### src/rtl/sram_rd_stream.sv
// sram_rd_stream: burst read sequencer for the 16x64 single-port SRAM.
// Issues consecutive reads via active-low CEN/WEN, absorbs the one-cycle
// read latency and streams the words out through a 2-entry valid/ready FIFO.
// Optional feature: define RD_STREAM_LAST_EN to add the out_last port.
module sram_rd_stream #(
  parameter int sram_bit = 64,
  parameter int addr_bit = 4
) (
  input  logic                CLK,
  input  logic                RESET_N,
  input  logic                start,
  input  logic [addr_bit-1:0] base_addr,
  input  logic [addr_bit:0]   len,
  output logic                busy,
  output logic                done,
  output logic                CEN,
  output logic                WEN,
  output logic [addr_bit-1:0] A,
  output logic [sram_bit-1:0] D,
  input  logic [sram_bit-1:0] Q,
  output logic                out_valid,
  input  logic                out_ready,
  output logic [sram_bit-1:0] out_data
`ifdef RD_STREAM_LAST_EN
  ,
  output logic                out_last
`endif
);

  typedef enum logic [1:0] {IDLE, ISSUE, DRAIN} state_t;

  localparam logic [addr_bit:0] ONE = 1;

  state_t              state;
  logic [addr_bit-1:0] base_q;
  logic [addr_bit:0]   len_q;
  logic [addr_bit:0]   issued;
  logic                inflight;
  logic [sram_bit-1:0] fifo_data [2];
  logic                wr_ptr;
  logic                rd_ptr;
  logic [1:0]          occ;
  logic                pop;
  logic                push;
  logic                issue;
  logic                last_issue;

  assign pop        = out_valid & out_ready;
  assign push       = inflight;
  assign last_issue = (issued + ONE) == len_q;

  // CEN is decoded combinationally because a pop in the current cycle frees
  // a slot: issue restarts in the same cycle out_ready rises, with no bubble.
  assign issue = (state == ISSUE) &&
                 (({1'b0, occ} + {2'b00, inflight}) < (3'd2 + {2'b00, pop}));

  assign CEN       = ~issue;
  assign WEN       = 1'b1;
  assign D         = '0;
  assign A         = base_q + issued[addr_bit-1:0];
  assign busy      = (state != IDLE);
  assign out_valid = (occ != 2'd0);
  assign out_data  = fifo_data[rd_ptr];

  // Burst control: command accept, issue counting, drain and done pulse.
  always_ff @(posedge CLK or negedge RESET_N) begin
    if (!RESET_N) begin
      state    <= IDLE;
      base_q   <= '0;
      len_q    <= '0;
      issued   <= '0;
      inflight <= 1'b0;
      done     <= 1'b0;
    end else begin
      done     <= 1'b0;
      inflight <= issue;
      case (state)
        IDLE: begin
          if (start && !done) begin
            if (len == '0) begin
              done <= 1'b1;
            end else begin
              base_q <= base_addr;
              len_q  <= len;
              issued <= '0;
              state  <= ISSUE;
            end
          end
        end
        ISSUE: begin
          if (issue) begin
            issued <= issued + ONE;
            if (last_issue) state <= DRAIN;
          end
        end
        DRAIN: begin
          // Done lands on the edge of the final pop so it is visible in the
          // cycle after the last handshake.
          if (!inflight && ((occ == 2'd0) || ((occ == 2'd1) && pop))) begin
            done  <= 1'b1;
            state <= IDLE;
          end
        end
        default: state <= IDLE;
      endcase
    end
  end

  // Two-entry output FIFO; SRAM data lands at the tail one edge after a read.
  always_ff @(posedge CLK or negedge RESET_N) begin
    if (!RESET_N) begin
      for (int unsigned i = 0; i < 2; i++) fifo_data[i] <= '0;
      wr_ptr <= 1'b0;
      rd_ptr <= 1'b0;
      occ    <= 2'd0;
    end else begin
      if (push) begin
        fifo_data[wr_ptr] <= Q;
        wr_ptr            <= ~wr_ptr;
      end
      if (pop) rd_ptr <= ~rd_ptr;
      case ({push, pop})
        2'b10:   occ <= occ + 2'd1;
        2'b01:   occ <= occ - 2'd1;
        default: occ <= occ;
      endcase
    end
  end

`ifdef RD_STREAM_LAST_EN
  logic fifo_last [2];
  logic inflight_last;

  assign out_last = fifo_last[rd_ptr] & out_valid;

  // Per-entry end-of-burst flag travelling alongside the read data.
  always_ff @(posedge CLK or negedge RESET_N) begin
    if (!RESET_N) begin
      inflight_last <= 1'b0;
      for (int unsigned i = 0; i < 2; i++) fifo_last[i] <= 1'b0;
    end else begin
      inflight_last <= issue & last_issue;
      if (push) fifo_last[wr_ptr] <= inflight_last;
    end
  end
`endif

endmodule
### config.mk
export PLATFORM = sky130hd
export DESIGN_NAME = sram_rd_stream
export DESIGN_NICKNAME = d
export VERILOG_FILES = /design/src/rtl/sram_rd_stream.sv
export SDC_FILE = /design/constraint.sdc
export NUM_CORES = 1
export LEC_CHECK = 0
export CAP_MARGIN = 20
export CORE_MARGIN = 10
export CORE_UTILIZATION = 45
export CTS_CLUSTER_SIZE = 25
export DETAILED_ROUTE_END_ITERATION = 7
export PLACE_DENSITY_LB_ADDON = 0.2
export SLEW_MARGIN = 0
export SYNTH_ARGS = -nofsm -noshare
export SYNTH_HDL_FRONTEND = slang
export SYNTH_SLANG_ARGS = --single-unit
### constraint.sdc
create_clock -name CLK -period 6.4 [get_ports CLK]
set_clock_uncertainty 0.1 [all_clocks]
set_input_delay 1.28 -clock CLK [delete_from_list [all_inputs] [get_ports CLK]]
set_output_delay 1.28 -clock CLK [all_outputs]
set_load 0.02 [all_outputs]
==> reports/metrics.sh, run 1 <==
FMAX_MHz=221
CRITICAL_PATH.ENDPOINT='CEN'
FP.DIEH_UM=146
TIMING.REG2REG.SETUP_SLACK_NS=3.96
SYNTH_ENABLE_FLOP_CELLS=0
TIMING.HOLD.WORST.CLASS='register to register'
TIMING.CRITICAL_PATH.MODE_CELL='sky130_fd_sc_hd__clkdlybuf4s50_1'
FINAL_CELL_MIX='sky130_fd_sc_hd__mux2_2 (196), sky130_fd_sc_hd__dfrtp_1 (149), sky130_fd_sc_hd__clkdlybuf4s50_1 (147)'
GRT_PASS1_WL_MM=26.0
GRT_SETUP_UNREPAIRED='false'
RATIO_OF_TOTAL_POWER_TO_CELL_AREA_mW_PER_MM2=607
IOS=214
CRITICAL_PATH.CELL_CHAIN='clkdlybuf4s50_1 -> or3b_4 -> a211o_4 -> clkdlybuf4s50_1'
PLACEMENTROWS=46
ROUTABILITYCONGESTION=0.735
DETAILROUTE.VIA_COUNT=4279
CTS.SINKS=150
DRT_PASS1_ITERATIONS=4
SMALLEST_HOLD_SLACK_NS=0.399
DRTANTENNAVIOLNETS=0
HOLD_BUFFERS=0
MAX_SLEW.WORST_PIN.SLEW_NS=0.947
MAX_FO_CRITICAL_PATH=8
PATH_CLK_SLEW_NS=0.06
SYNTH.YOSYS.SEQ_AREA_SHARE_PCT=52.2
SYNTH_TOP_CELL_AREA_SHARE_PCT=52.2
CLOCK_TREE.HTREE_LEVEL_COUNT=4
CRITICAL_PATH.REG2REG.ENDPOINT='fifo_data[98]'
DRT_FIRST_ITER_VIOLATIONS=139
NETLIST_AREA_SQ_MM=0.00719
CPMAXSTAGEDELAYCELL='sky130_fd_sc_hd__clkdlybuf4s50_1'
FINAL_STANDARD_CELL_COUNT_WITH_TAPS_INCLUDED_AND_FILLERS_EXCLUDED=900
CLK_LATENCY_NS=0.42
CRITICAL_PATH.ENDPOINT_TYPE='output port'
DIE_AREA_SQ_MM=0.0214
FINAL_PERIOD_MINUS_WORST_SETUP_SLACK_NS=4.52
HOLD_VIOLATIONS=0
SETUP_VIOL_COUNT_FINAL=0
RR_WORST_DEPTH=4
TIMING.SLEW.HEADROOM_PCT=36.9
LEAKAGE_nW=3.98
MOST_COMMON_CELL_AFTER_LAYOUT_FILL_AND_TAPS_ASIDE='sky130_fd_sc_hd__mux2_2'
STARTING_UTILIZATION_OF_THE_CORE_AREA_PCT=45.6
PEAKVDDDROP_mV=0.402
CRITPATHARRIVALTIME_NS=3.14
DRIVE_GT1_SHARE_PCT=36.1
TRITONCTS='built'
CLOCK_TREE.BUFFER_DEPTH=2
TIMING.SETUP.CRITICAL_PATH_CLASS='primary input to output port'
SYNTHESIS.YOSYS.WARNINGS=0
POSTSYNTH.TOPFLOPCELL='sky130_fd_sc_hd__dfrtp_1'
SYN-MEAN-INSTANCE-AREA_SQ_UM=13.8
GROWTH_OF_DESIGN_AREA_FROM_SYNTHESIS_TO_FINISH_PCT=28.8
FINALCRITPERIODSHARE_PCT=70.6
PORTBUFFERS=148
NUMBER_OF_GATES_ON_THE_WORST_PATH_WITH_BUFFERS_COUNTED=4
TOTALNEGATIVESETUPSLACK_NS=0
SYNTH.FF_LATCH_COUNT=150
SYNTHARSTFLOPSHARE_PCT=100
POST_DRT_VIA_CELL_RATIO=4.75
GRT_MAX_DEGREE=109
NUMBER_OF_GLOBAL_ROUTE_VIAS_BEFORE_REPAIR=4843
CP.BUFFERS_INVERTERS=2
DRT_WL_TOTAL_MM=15.8
REMAINING_DRC_ERRORS=0
PLACE.DETAILED.INSTANCES=867
CTS.REPAIR.RESIZED=0
CRITPATHTOPFAMILY='buffers and inverters'
RR_STARTPOINT='inflight'
PLACE.DETAILED.HPWL_MM=11.1
CRITPATHREQUIREDTIME_NS=5.02
UNIQUE_MASTERS_POST_SYNTH=37
SYNTH_AREA_LEADER_CELL='sky130_fd_sc_hd__dfrtp_1'
CTS.REPAIR_TIMING.SETUP_BUFFER_COUNT=0
DIE_W_UM=146
START_KIND='primary input'
ROUTE.DETAILED.WL_PER_INST_UM=17.5
NUM-NETS-FINAL=758
CORE_AREA_SQ_MM=0.0158
GRT_USE_TOTAL_PCT=14.9
ANTENNA_FOUND_INITIAL=0
DIODES=0
TIMING_MAX_TRANSITION_VIOLATIONS_FINAL=0
CTS.ROOT.BUFFER_CELL='sky130_fd_sc_hd__clkbuf_16'
CRITICAL_PATH.STARTPOINT='out_ready'
GLOBAL_ROUTE.OVERFLOW_TOTAL=0
CP_SLOWEST_STAGE_DELAY_NS=0.56
SYNTH.TOP_CELLS.BY_AREA='sky130_fd_sc_hd__dfrtp_1 (52%), sky130_fd_sc_hd__mux2_2 (31%), sky130_fd_sc_hd__buf_4 (6.8%), sky130_fd_sc_hd__ha_1 (1.6%), sky130_fd_sc_hd__xnor2_1 (0.97%)'
CLOCK_BUFFERS_CREATED_BY_TRITONCTS=17
RUN_STATUS='completed'
MAX-CAP-VIOLATIONS=0
SYN_INST=521
## cells by family after synthesis
logic type                 share of synthesized area (%)
other                                              0.104
adders and majority gates                           1.85
xor gates and xnor gates                            2.02
and+or+nand+nor                                     2.98
buffers and inverters                               8.48
DFF                                                 52.2
AOI/OAI and AO/OA                                   1.65
muxes                                               30.7
## Yosys cell counts, types with 2 or more instances
cell	n
sky130_fd_sc_hd__xnor2_1	8
sky130_fd_sc_hd__conb_1	2
sky130_fd_sc_hd__mux2_2	196
sky130_fd_sc_hd__o21ai_0	3
sky130_fd_sc_hd__xor2_1	6
sky130_fd_sc_hd__a22o_2	2
sky130_fd_sc_hd__inv_1	10
sky130_fd_sc_hd__buf_4	65
sky130_fd_sc_hd__nor2_1	2
sky130_fd_sc_hd__nor3_1	2
sky130_fd_sc_hd__nor3b_1	2
sky130_fd_sc_hd__a211o_1	2
sky130_fd_sc_hd__nand2_1	17
sky130_fd_sc_hd__dfrtp_1	150
sky130_fd_sc_hd__buf_2	7
sky130_fd_sc_hd__ha_1	9
sky130_fd_sc_hd__a21oi_1	3
sky130_fd_sc_hd__nand3_1	2
sky130_fd_sc_hd__nand2b_1	2
sky130_fd_sc_hd__and3_1	2
sky130_fd_sc_hd__clkbuf_1	13
## sequential cells by signal, indices dropped and copies added (netlist names)
name       cells
base_q         4
done           1
fifo_data    128
inflight       1
issued         5
len_q          5
occ            2
rd_ptr         1
state          2
wr_ptr         1
## worst min-delay path by stage
stage / from / slack, ns / cells past startpoint / end
finish: fifo_data[16] / 0.40 / 1 / fifo_data[16]
global route: fifo_data[21] / 0.41 / 1 / fifo_data[21]
CTS: fifo_data[52] / 0.40 / 1 / fifo_data[52]
detailed placement: fifo_data[55] / 0.39 / 1 / fifo_data[55]
global placement: fifo_data[14] / 0.38 / 1 / fifo_data[14]
floorplan: len_q[1] / 0.37 / 2 / len_q[1]
## cell type report
cell class / count / area (sq um)
clock buffers: 20 / 457
multi-input cells: 339 / 3070
flip-flops and latches: 150 / 3750
repair buffers: 153 / 1540
fillers: 1296 / 6510
inverters: 10 / 37.5
clock inverters: 12 / 128
well taps: 216 / 270
## stage by stage
step	cell area (sq um)	worst slack, ns	util [%]	power, W
3_5_place_dp	8640	1.88	54.8	0.00469
3_3_place_gp	8640	1.91	54.8	0.00461
2_1_floorplan	7420	2.99	-	0.00359
4_1_cts	9230	1.88	58.5	0.00569
5_1_grt	9260	1.84	58.7	0.00598
6_report	9260	1.88	58.7	0.00562
## metal layers
| layer | vias to the layer above | share of wire (%) | track usage (%) | wire length (um) |
|---|---|---|---|---|
| li1 | 1981 | - | - | - |
| met1 | 2157 | 44 | 17.8 | 6890 |
| met2 | 124 | 48 | 24.1 | 7540 |
| met3 | 17 | 7.2 | 6.21 | 1140 |
| met4 | 0 | 1.3 | 4.80 | 200 |
| met5 | - | 0 | 0 | 0 |
## report_power, final
group          switching, W  internal (W)
Combinational       0.00130       0.00160
Clock              0.000380      0.000593
Sequential         0.000306       0.00144
Total               0.00198       0.00363
(Power assumes the default switching activity.)
==> inputs of run 2 (changes only) <==
--- a/config.mk
+++ b/config.mk
@@ -7,7 +7,7 @@
 export LEC_CHECK = 0
 export CAP_MARGIN = 20
 export CORE_MARGIN = 10
-export CORE_UTILIZATION = 45
+export CORE_UTILIZATION = 43
 export CTS_CLUSTER_SIZE = 25
 export DETAILED_ROUTE_END_ITERATION = 7
 export PLACE_DENSITY_LB_ADDON = 0.2
==> constraint.sdc (replaced) <==
create_clock -name CLK -period 3.75 [get_ports CLK]
set_clock_uncertainty 0.1 [all_clocks]
set_input_delay 0.75 -clock CLK [delete_from_list [all_inputs] [get_ports CLK]]
set_output_delay 0.75 -clock CLK [all_outputs]
set_load 0.02 [all_outputs]
==> run 2 against run 1 <==
Compared with the run above: register-to-register slack got worse by 2.4 ns; sequential power is 65% higher; utilization down 2.3 points; global-route usage fell by 0.32 points; hold slack worse by 0.031 ns; final area is 0.41% higher; flip-flop and latch count stayed put; cell count is 0.78% higher; die area is 4.0% higher.
==> reports/metrics.sh, run 2 (synthesized netlist as in run 1, its figures left out) <==
DRTANTENNAVIOLNETS=0
RUN_STATUS='completed'
CRITPATHTOPFAMILY='buffers and inverters'
DRT_WL_TOTAL_MM=15.9
SETUP_VIOL_COUNT_FINAL=0
POST_DRT_VIA_CELL_RATIO=4.74
GLOBAL_ROUTE.OVERFLOW_TOTAL=0
ROUTABILITYCONGESTION=0.721
PLACE.DETAILED.HPWL_MM=11.5
FINAL_STANDARD_CELL_COUNT_WITH_TAPS_INCLUDED_AND_FILLERS_EXCLUDED=907
TOTALNEGATIVESETUPSLACK_NS=0
PLACEMENTROWS=47
GRT_MAX_DEGREE=107
REMAINING_DRC_ERRORS=0
PORTBUFFERS=148
PLACE.DETAILED.INSTANCES=875
CPMAXSTAGEDELAYCELL='sky130_fd_sc_hd__clkdlybuf4s50_1'
ANTENNA_FOUND_INITIAL=0
CLOCK_BUFFERS_CREATED_BY_TRITONCTS=17
HOLD_VIOLATIONS=0
DRT_PASS1_ITERATIONS=4
PEAKVDDDROP_mV=0.547
START_KIND='primary input'
FP.DIEH_UM=149
CTS.ROOT.BUFFER_CELL='sky130_fd_sc_hd__clkbuf_16'
DRT_FIRST_ITER_VIOLATIONS=133
RATIO_OF_TOTAL_POWER_TO_CELL_AREA_mW_PER_MM2=1040
STARTING_UTILIZATION_OF_THE_CORE_AREA_PCT=43.7
FINAL_UTIL_PCT=56.4
DRIVE_GT1_SHARE_PCT=36.4
POWER.TOTAL_W=0.00964
MAX_SLEW.WORST_PIN.SLEW_NS=0.957
TIMING_MAX_TRANSITION_VIOLATIONS_FINAL=0
REGISTERS.TOP_BY_FF_COUNT='fifo_data'
GRT_USE_TOTAL_PCT=14.6
CRITICAL_PATH.ENDPOINT_TYPE='output port'
CLOCK_TREE.HTREE_LEVEL_COUNT=4
DIE_W_UM=149
MULTIINPUTGATEAREA_SQ_MM=0.00307
CP_SLOWEST_STAGE_DELAY_NS=0.56
FINAL_CELL_MIX='sky130_fd_sc_hd__mux2_2 (196), sky130_fd_sc_hd__dfrtp_1 (149), sky130_fd_sc_hd__clkdlybuf4s50_1 (147)'
ROUTE.DETAILED.WL_PER_INST_UM=17.6
HOLD_BUFFERS=0
TIMING.HOLD.WORST.CLASS='primary input to asynchronous set/reset pin'
TIMING.CRITICAL_PATH.MODE_CELL='sky130_fd_sc_hd__clkdlybuf4s50_1'
CTS.REPAIR.RESIZED=0
TIMING.SLEW.HEADROOM_PCT=36.2
CTS.SINKS=150
CRITPATHARRIVALTIME_NS=2.61
IOS=214
LARGESTREGISTERS='fifo_data x128, issued x5, len_q x5'
TIMING.SETUP.CRITICAL_PATH_CLASS='primary input to output port'
CP.BUFFERS_INVERTERS=2
GRT_PASS1_WL_MM=26.0
DETAILROUTE.VIA_COUNT=4298
NUMBER_OF_GLOBAL_ROUTE_VIAS_BEFORE_REPAIR=4936
MOST_COMMON_CELL_AFTER_LAYOUT_FILL_AND_TAPS_ASIDE='sky130_fd_sc_hd__mux2_2'
CRITPATHREQUIREDTIME_NS=2.90
GROWTH_OF_DESIGN_AREA_FROM_SYNTHESIS_TO_FINISH_PCT=29.3
CRITICAL_PATH.CELL_CHAIN='clkdlybuf4s50_1 -> or3b_4 -> a211o_4 -> clkdlybuf4s50_1'
MAX-CAP-VIOLATIONS=0
NUM-FILL-CELLS=1400
DIE_AREA_SQ_MM=0.0223
LARGEST_REGISTER_FF_COUNT=128
GRT_SETUP_UNREPAIRED='false'
TRITONCTS='built'
CLK_LATENCY_NS=0.41
NUM-NETS-FINAL=761
FMAX_MHz=289
DIODES=0
CTS.REPAIR_TIMING.SETUP_BUFFER_COUNT=0
MAX_FO_CRITICAL_PATH=8
SMALLEST_HOLD_SLACK_NS=0.368
LAYOUT.AREA.SEQ_SQ_MM=0.00375
FINALCRITPERIODSHARE_PCT=92.3
CORE_AREA_SQ_MM=0.0165
CLOCK_TREE.BUFFER_DEPTH=2
LEAKAGE_nW=4.01
PATH_CLK_SLEW_NS=0.06
FINAL_PERIOD_MINUS_WORST_SETUP_SLACK_NS=3.46
run 2: cell count changes in the layout (fill, tap and decap cells not counted), sizes merged:
cell | before | now
clkinvlp | 4 | 1
clkbuf | 20 | 22
clkinv | 5 | 4
buf | 6 | 9
inv | 11 | 13
run 2: worst register-to-register path, delay by kind of cell (launching register included):
family	cells	cell delay [ns]
AO/OA/AOI/OAI	2	0.67
adder cells (fa/ha/maj)	1	0.25
buffers and inverters	1	0.06
AND/OR/NAND/NOR	2	0.57
flip-flops	1	0.40
run 2: final timing paths:
kind | from | end | slack [ns] | cells after the start
setup / recovery | out_ready | CEN | 0.29 | 4
hold / removal | RESET_N | fifo_data[84] | 0.37 | 1
setup reg to reg | occ[0] | issued[3] | 1.58 | 6
hold reg to reg | len_q[0] | len_q[0] | 0.40 | 2
max in group asynchronous | RESET_N | fifo_data[103] | 2.34 | 2
min in group CLK | len_q[0] | len_q[0] | 0.40 | 2
run 2: where the power goes:
part	leakage [nW]	switching (W)	internal (W)	total [W]
Sequential	1.76	0.000426	0.00246	0.00288
Clock	0.297	0.000652	0.00105	0.00171
Combinational	1.95	0.00230	0.00276	0.00505
Total	4.01	0.00338	0.00627	0.00964
run 2: metrics by stage:
stage               setup WS (ns)  cell area (sq um)
finish                      0.289               9290
global route                0.254               9290
floorplan                    1.40               7420
detailed placement          0.292               8690
global placement            0.330               8690
CTS                         0.288               9290
run 2: final cells by class:
| type | instances | area share, % |
|---|---|---|
| sequential | 150 | 40.4 |
| clock buffer | 22 | 5.21 |
| multi-input combinational | 339 | 33.0 |
| inverter | 10 | 0.404 |
| clock inverter | 10 | 1.27 |
| timing repair buffer | 156 | 16.7 |
| tap | 220 | 2.96 |
run 2: metal layers:
metal	share of wire, %	global-route usage (%)
met5	0	0
met1	42	17.1
met4	1.1	4.27
met3	6.3	4.92
met2	50	25.0
==> inputs of run 3 (changes only) <==
--- a/config.mk
+++ b/config.mk
@@ -8,7 +8,7 @@
 export CAP_MARGIN = 20
 export CORE_MARGIN = 10
 export CORE_UTILIZATION = 43
-export CTS_CLUSTER_SIZE = 25
+export CTS_CLUSTER_SIZE = 16
 export DETAILED_ROUTE_END_ITERATION = 7
 export PLACE_DENSITY_LB_ADDON = 0.2
 export SLEW_MARGIN = 0
==> results of run 3 <==
The final DEF is identical to that of run 2; final timing and power are the same.
